--- src/rtl/car_link_pkg.sv ---
// Definitions shared by both ends of the car/simulator serial link: command bit layout,
// transmitter state encoding and default line timing.
package car_link_pkg;

    localparam int unsigned CMD_FWD     = 0;
    localparam int unsigned CMD_BACK    = 1;
    localparam int unsigned CMD_LEFT    = 2;
    localparam int unsigned CMD_RIGHT   = 3;
    localparam int unsigned CMD_PLACE   = 4;
    localparam int unsigned CMD_DESTROY = 5;

    localparam int unsigned DEFAULT_CLK_HZ = 100_000_000;
    localparam int unsigned DEFAULT_BAUD   = 9600;

    typedef enum logic [1:0] {
        TX_IDLE  = 2'd0,
        TX_START = 2'd1,
        TX_DATA  = 2'd2,
        TX_STOP  = 2'd3
    } tx_state_e;

endpackage

--- src/rtl/baud_tick_gen.sv ---
// Bit-period timer: counts 0..CLKS_PER_BIT-1 while enabled and flags the last cycle of
// each bit period.
module baud_tick_gen #(
    parameter int unsigned CLKS_PER_BIT = 10
) (
    input  logic clk_i,
    input  logic rst_ni,
    input  logic clear_i,
    input  logic en_i,
    output logic tick_o
);

    localparam int unsigned CNT_W = (CLKS_PER_BIT > 2) ? $clog2(CLKS_PER_BIT) : 1;
    localparam logic [CNT_W-1:0] CNT_LAST = CNT_W'(CLKS_PER_BIT - 1);

    logic [CNT_W-1:0] cnt_q, cnt_d;

    assign tick_o = en_i && (cnt_q == CNT_LAST);

    always_comb begin
        cnt_d = cnt_q;
        if (clear_i) begin
            cnt_d = '0;
        end else if (tick_o) begin
            cnt_d = '0;
        end else if (en_i) begin
            cnt_d = cnt_q + 1'b1;
        end
    end

    always_ff @(posedge clk_i or negedge rst_ni) begin
        if (!rst_ni) begin
            cnt_q <= '0;
        end else begin
            cnt_q <= cnt_d;
        end
    end

endmodule

--- src/rtl/cmd_uart_tx.sv ---
// Transmit side of the car/simulator link: sends the drive command byte as UART 8N1 on
// every change and re-sends it periodically so the simulator recovers from a lost frame.
module cmd_uart_tx
    import car_link_pkg::*;
#(
    parameter int unsigned CLK_HZ         = DEFAULT_CLK_HZ,
    parameter int unsigned BAUD           = DEFAULT_BAUD,
    parameter int unsigned REFRESH_CYCLES = 2_000_000
) (
    input  logic       clk,
    input  logic       power,
    input  logic [7:0] cmd_in,
    output logic       tx,
    output logic       busy,
    output logic       sent_pulse
);

    localparam int unsigned CLKS_PER_BIT = CLK_HZ / BAUD;
    localparam int unsigned REFRESH_W    = (REFRESH_CYCLES > 2) ? $clog2(REFRESH_CYCLES) : 1;
    // Pending is raised on the edge that would take the counter to REFRESH_CYCLES-1.
    localparam logic [REFRESH_W-1:0] REFRESH_HIT = REFRESH_W'(REFRESH_CYCLES - 2);

    tx_state_e            state_q, state_d;
    logic [2:0]           bit_idx_q, bit_idx_d;
    logic [7:0]           shadow_q, shadow_d;
    logic [7:0]           last_sent_q, last_sent_d;
    logic                 tx_q, tx_d;
    logic                 busy_q, busy_d;
    logic                 sent_pulse_q, sent_pulse_d;
    logic [REFRESH_W-1:0] refresh_cnt_q, refresh_cnt_d;
    logic                 refresh_pending_q, refresh_pending_d;

    logic       frame_start;
    logic       baud_tick;
    logic       refresh_hit;
    logic [2:0] bit_idx_nxt;

    baud_tick_gen #(
        .CLKS_PER_BIT(CLKS_PER_BIT)
    ) u_baud_tick_gen (
        .clk_i  (clk),
        .rst_ni (power),
        .clear_i(frame_start),
        .en_i   (busy_q),
        .tick_o (baud_tick)
    );

    assign refresh_hit = (refresh_cnt_q == REFRESH_HIT);
    assign bit_idx_nxt = bit_idx_q + 3'd1;

    always_comb begin
        state_d           = state_q;
        bit_idx_d         = bit_idx_q;
        shadow_d          = shadow_q;
        last_sent_d       = last_sent_q;
        tx_d              = tx_q;
        busy_d            = busy_q;
        sent_pulse_d      = 1'b0;
        frame_start       = 1'b0;
        refresh_cnt_d     = refresh_hit ? '0 : refresh_cnt_q + 1'b1;
        refresh_pending_d = refresh_pending_q | refresh_hit;

        unique case (state_q)
            TX_IDLE: begin
                tx_d = 1'b1;
                if ((cmd_in != last_sent_q) || refresh_pending_q) begin
                    frame_start       = 1'b1;
                    shadow_d          = cmd_in;
                    last_sent_d       = cmd_in;
                    state_d           = TX_START;
                    tx_d              = 1'b0;
                    busy_d            = 1'b1;
                    refresh_cnt_d     = '0;
                    refresh_pending_d = 1'b0;
                end
            end
            TX_START: begin
                if (baud_tick) begin
                    state_d   = TX_DATA;
                    bit_idx_d = 3'd0;
                    tx_d      = shadow_q[0];
                end
            end
            TX_DATA: begin
                if (baud_tick) begin
                    if (bit_idx_q == 3'd7) begin
                        state_d = TX_STOP;
                        tx_d    = 1'b1;
                    end else begin
                        bit_idx_d = bit_idx_nxt;
                        tx_d      = shadow_q[bit_idx_nxt];
                    end
                end
            end
            TX_STOP: begin
                if (baud_tick) begin
                    state_d      = TX_IDLE;
                    busy_d       = 1'b0;
                    sent_pulse_d = 1'b1;
                end
            end
            default: begin
                state_d = TX_IDLE;
                tx_d    = 1'b1;
                busy_d  = 1'b0;
            end
        endcase
    end

    always_ff @(posedge clk or negedge power) begin
        if (!power) begin
            state_q           <= TX_IDLE;
            bit_idx_q         <= 3'd0;
            shadow_q          <= 8'h00;
            last_sent_q       <= 8'h00;
            tx_q              <= 1'b1;
            busy_q            <= 1'b0;
            sent_pulse_q      <= 1'b0;
            refresh_cnt_q     <= '0;
            refresh_pending_q <= 1'b0;
        end else begin
            state_q           <= state_d;
            bit_idx_q         <= bit_idx_d;
            shadow_q          <= shadow_d;
            last_sent_q       <= last_sent_d;
            tx_q              <= tx_d;
            busy_q            <= busy_d;
            sent_pulse_q      <= sent_pulse_d;
            refresh_cnt_q     <= refresh_cnt_d;
            refresh_pending_q <= refresh_pending_d;
        end
    end

    assign tx         = tx_q;
    assign busy       = busy_q;
    assign sent_pulse = sent_pulse_q;

endmodule

--- config.mk ---
export PLATFORM = sky130hd
export DESIGN_NAME = cmd_uart_tx
export DESIGN_NICKNAME = d
export VERILOG_FILES = /design/src/rtl/car_link_pkg.sv /design/src/rtl/baud_tick_gen.sv /design/src/rtl/cmd_uart_tx.sv
export SDC_FILE = /design/constraint.sdc
export NUM_CORES = 1
export LEC_CHECK = 0
export ABC_CLOCK_PERIOD_IN_PS = 2800
export BUFFER_PORTS_ARGS = -buffer_cell sky130_fd_sc_hd__buf_2
export CORE_MARGIN = 1.5
export CORE_UTILIZATION = 40
export CTS_CLUSTER_DIAMETER = 60
export DETAILED_ROUTE_END_ITERATION = 6
export PLACE_DENSITY = 0.59
export SYNTH_ARGS = -nofsm -noshare
export SYNTH_HDL_FRONTEND = slang
export SYNTH_HIERARCHICAL = 1
export SYNTH_SLANG_ARGS = --single-unit
--- constraint.sdc ---
create_clock -name clk -period 2.8 [get_ports clk]
set_clock_uncertainty 0.1 [all_clocks]
set_input_delay 0.56 -clock clk [delete_from_list [all_inputs] [get_ports clk]]
set_output_delay 0.56 -clock clk [all_outputs]
set_load 0.01 [all_outputs]
==> key figures <==
Run status
  • Outcome: finished, final reports clean

Route
  • DRT Pass-1 Iters: 4
  • Antenna-violating nets left: 0
  • Detail-routed net length per standard cell: 14.5 µm
  • Vias per cell: 5.46
  • DRT iter0 DRCs: 97
  • Post-Route WL: about 5800 µm
  • Vias: approximately 2,200
  • DRC violations left: 0

Clock network
  • CTS Hold Bufs: 0
  • Post-CTS setup buffer count: 0
  • CTS tree: done
  • Clock Pin Slew Worst Setup and Hold Paths: 0.10 ns
  • Clock sinks: 52
  • H-tree level count: 2
  • Clk Latency, worst-skew pair: approximately 0.30 ns
  • Resized cells post-CTS: 0
  • Root Driver: clkbuf_8
  • CTS Buf Count: 5
  • CTS max path bufs: 2

Power and ir drop
  • Pwr/cell area: 541 nW/µm²
  • P_leak: 1.36 nW
  • VDD IR max: about 460 µV

Setup path
  • RR Endpoint: state_q[1]
  • CP Capture Type: register
  • Setup CP Type: register to register
  • R2r startpoint: u_baud_tick_gen/cnt_q[8]
  • Critical Path Fanout Max: 6
  • Startpoint types: register
  • R2R Setup Slk: 0.25 ns
  • Required @ worst endpoint: 2.89 ns
  • FF-to-FF path depth: 6
  • Crit path DAT: 2.64 ns

Global route
  • Total track usage: between 10% and 20%
  • Global-route wire length before repair: 9550 µm
  • Overflow after GRT: 0
  • Initial antenna violation count: 0
  • Number of global-route vias before repair: 2,027
  • Largest net degree at the start of global routing: 26

Cells and area
  • Nets: about 320
  • Most common cell after layout, fill and taps aside: dfrtp_1
  • Syn-to-layout area delta: 10.9%
  • N_diodes: 0
  • Most frequent cells in the layout: dfrtp_1 (51), nor3_1 (22), xor2_1 (16), nor2_1 (14), nand2_1 (13)
  • Fill count: around 670
  • Share of cells above drive strength 1: 18.3%

Min path
  • Type of the worst min-delay path: input pin to asynchronous set/reset pin

Synth
  • Synthesized area per cell: roughly 10 µm²
  • Synth Flop Type: dfrtp_1
  • Post-Syn Nets: 301
  • Area share of the largest cell type after synthesis: 43.6%
  • Seq cells post-synth: 52
  • Sequential fraction of the synthesis area: about 44%
  • Area contributors post-synth: dfrtp_1 (44%), xor2_1 (4.8%), ha_1 (4.7%)
  • Area leader, netlist: dfrtp_1
  • Gate Count Post-Synth: 280
  • Synth cell types: 53
  • Post-synth EDFFs: 0
  • Post-synth ARST share: 100%
  • Mapped cell area: 2930 µm²
  • Yosys warning total: 6

Floorplan
  • Die area: 7840 µm²
  • Row cnt: 31
  • Io pins: 13
  • Initial Util: 40.8%
  • Area of the core: a little over 7000 µm²
  • Die extent in x: approximately 89 µm
  • Die Y: 88.6 µm

Timing
  • Final min period: 2.55 ns
  • Final worst-path cycle share: 91.1%
  • Setup TNS: 0 ns
  • Final setup viols: 0
  • Final worst setup slack: 0.249 ns
  • Final hold vios: 0
  • Unrepaired setup endpoints after global routing: false
  • FMAX: 0.392 GHz
  • Rel. slew slack: around 63%
  • Count of pins over their slew limit: 0
  • Actual slew at the worst max-slew pin: roughly 0.55 ns

Place
  • Gpl congestion: 0.778
  • Port Buffers: 12
  • Dpl ws: 0.236 ns
  • HPWL Detailed: 4260 µm

Job
  • Max-cap viol count: 0
==> registers in the layout, indices dropped and copies added, names as in the netlist <==
register and flops:
busy 1, refresh_cnt_q 21, refresh_pending_q 1, u_baud_tick_gen/cnt_q 14
last_sent_q 8, bit_idx_q 3, sent_pulse 1, state_q 2
tx 1
==> worst max-delay path, cell delays in order (launching register included) <==
cell and delay, ns:
dfrtp_1 0.44, or4b_4 0.56, nor4_4 0.38, a21bo_2 0.19
o21ai_0 0.07, a41oi_1 0.33, mux2_2 0.37
==> final cells by class <==
cell class                 count  area (µm²)  area share, %
clock buffer                   7        86.3           2.66
clock inverter                 1        7.51          0.231
inverter                       9        33.8           1.04
multi-input combinational    211        1570           48.2
sequential                    52        1300           40.1
tap                           99         124           3.81
timing repair buffer          21         128           3.93
==> stage by stage <==
stage          hold WS [ns]  cells  power [mW]  utilization (%)  instance area (µm²)
2_1_floorplan         0.164    280        1.23                -                 2930
3_3_place_gp          0.368    392        1.32             44.0                 3160
3_5_place_dp          0.382    392        1.33             44.0                 3160
4_1_cts               0.145    400        1.78             45.3                 3250
5_1_grt               0.167    400        1.86             45.3                 3250
6_report              0.132    400        1.76             45.3                 3250
==> per-layer routing <==
metal	track usage [%]	routed length, µm
met1	22.3	2900
met2	23.9	2700
met3	2.80	134
met4	4.26	52
met5	0	0
==> report_power, final <==
group          switching [mW]  internal, mW  total, mW
sequential              0.144         0.848      0.992
combinational           0.162         0.156      0.319
clock                   0.245         0.202      0.446
total                   0.551          1.21       1.76
==> how the worst max path moves through the flow <==
| stage | from | endpoint | cells past startpoint |
|---|---|---|---|
| finish | u_baud_tick_gen/cnt_q[8] | state_q[1] | 6 |
| CTS | u_baud_tick_gen/cnt_q[8] | state_q[1] | 6 |
| global route | u_baud_tick_gen/cnt_q[8] | state_q[1] | 6 |
| floorplan | cmd_in[5] | u_baud_tick_gen/cnt_q[5] | 8 |
| detailed placement | u_baud_tick_gen/cnt_q[8] | state_q[1] | 6 |
| global placement | u_baud_tick_gen/cnt_q[8] | state_q[1] | 6 |
==> cell families (layout without fill, tap and decap cells) <==
logic type	Yosys count	in the layout	share of synthesized area (%)
simple gates	114	114	22.9
flops	52	52	44.5
compound gates	44	44	11.6
xor+xnor	28	28	8.37
buf+inv	17	38	2.22
mux	14	14	5.68
fa+ha+maj	11	11	4.70
==> synthesized netlist by cell type (all sizes together), types with 4 or more instances <==
cell,count
mux2,11
nand2,13
nor3,22
xor2,16
nand4,10
inv,9
nor2,15
or3,4
ha,11
nand3,12
dfrtp,51
a22o,8
o31ai,8
nor4,11
clkbuf,7
or4,6
xnor2,12
a211oi,8
o21ai,6
Power figures use the tool's default switching activity.
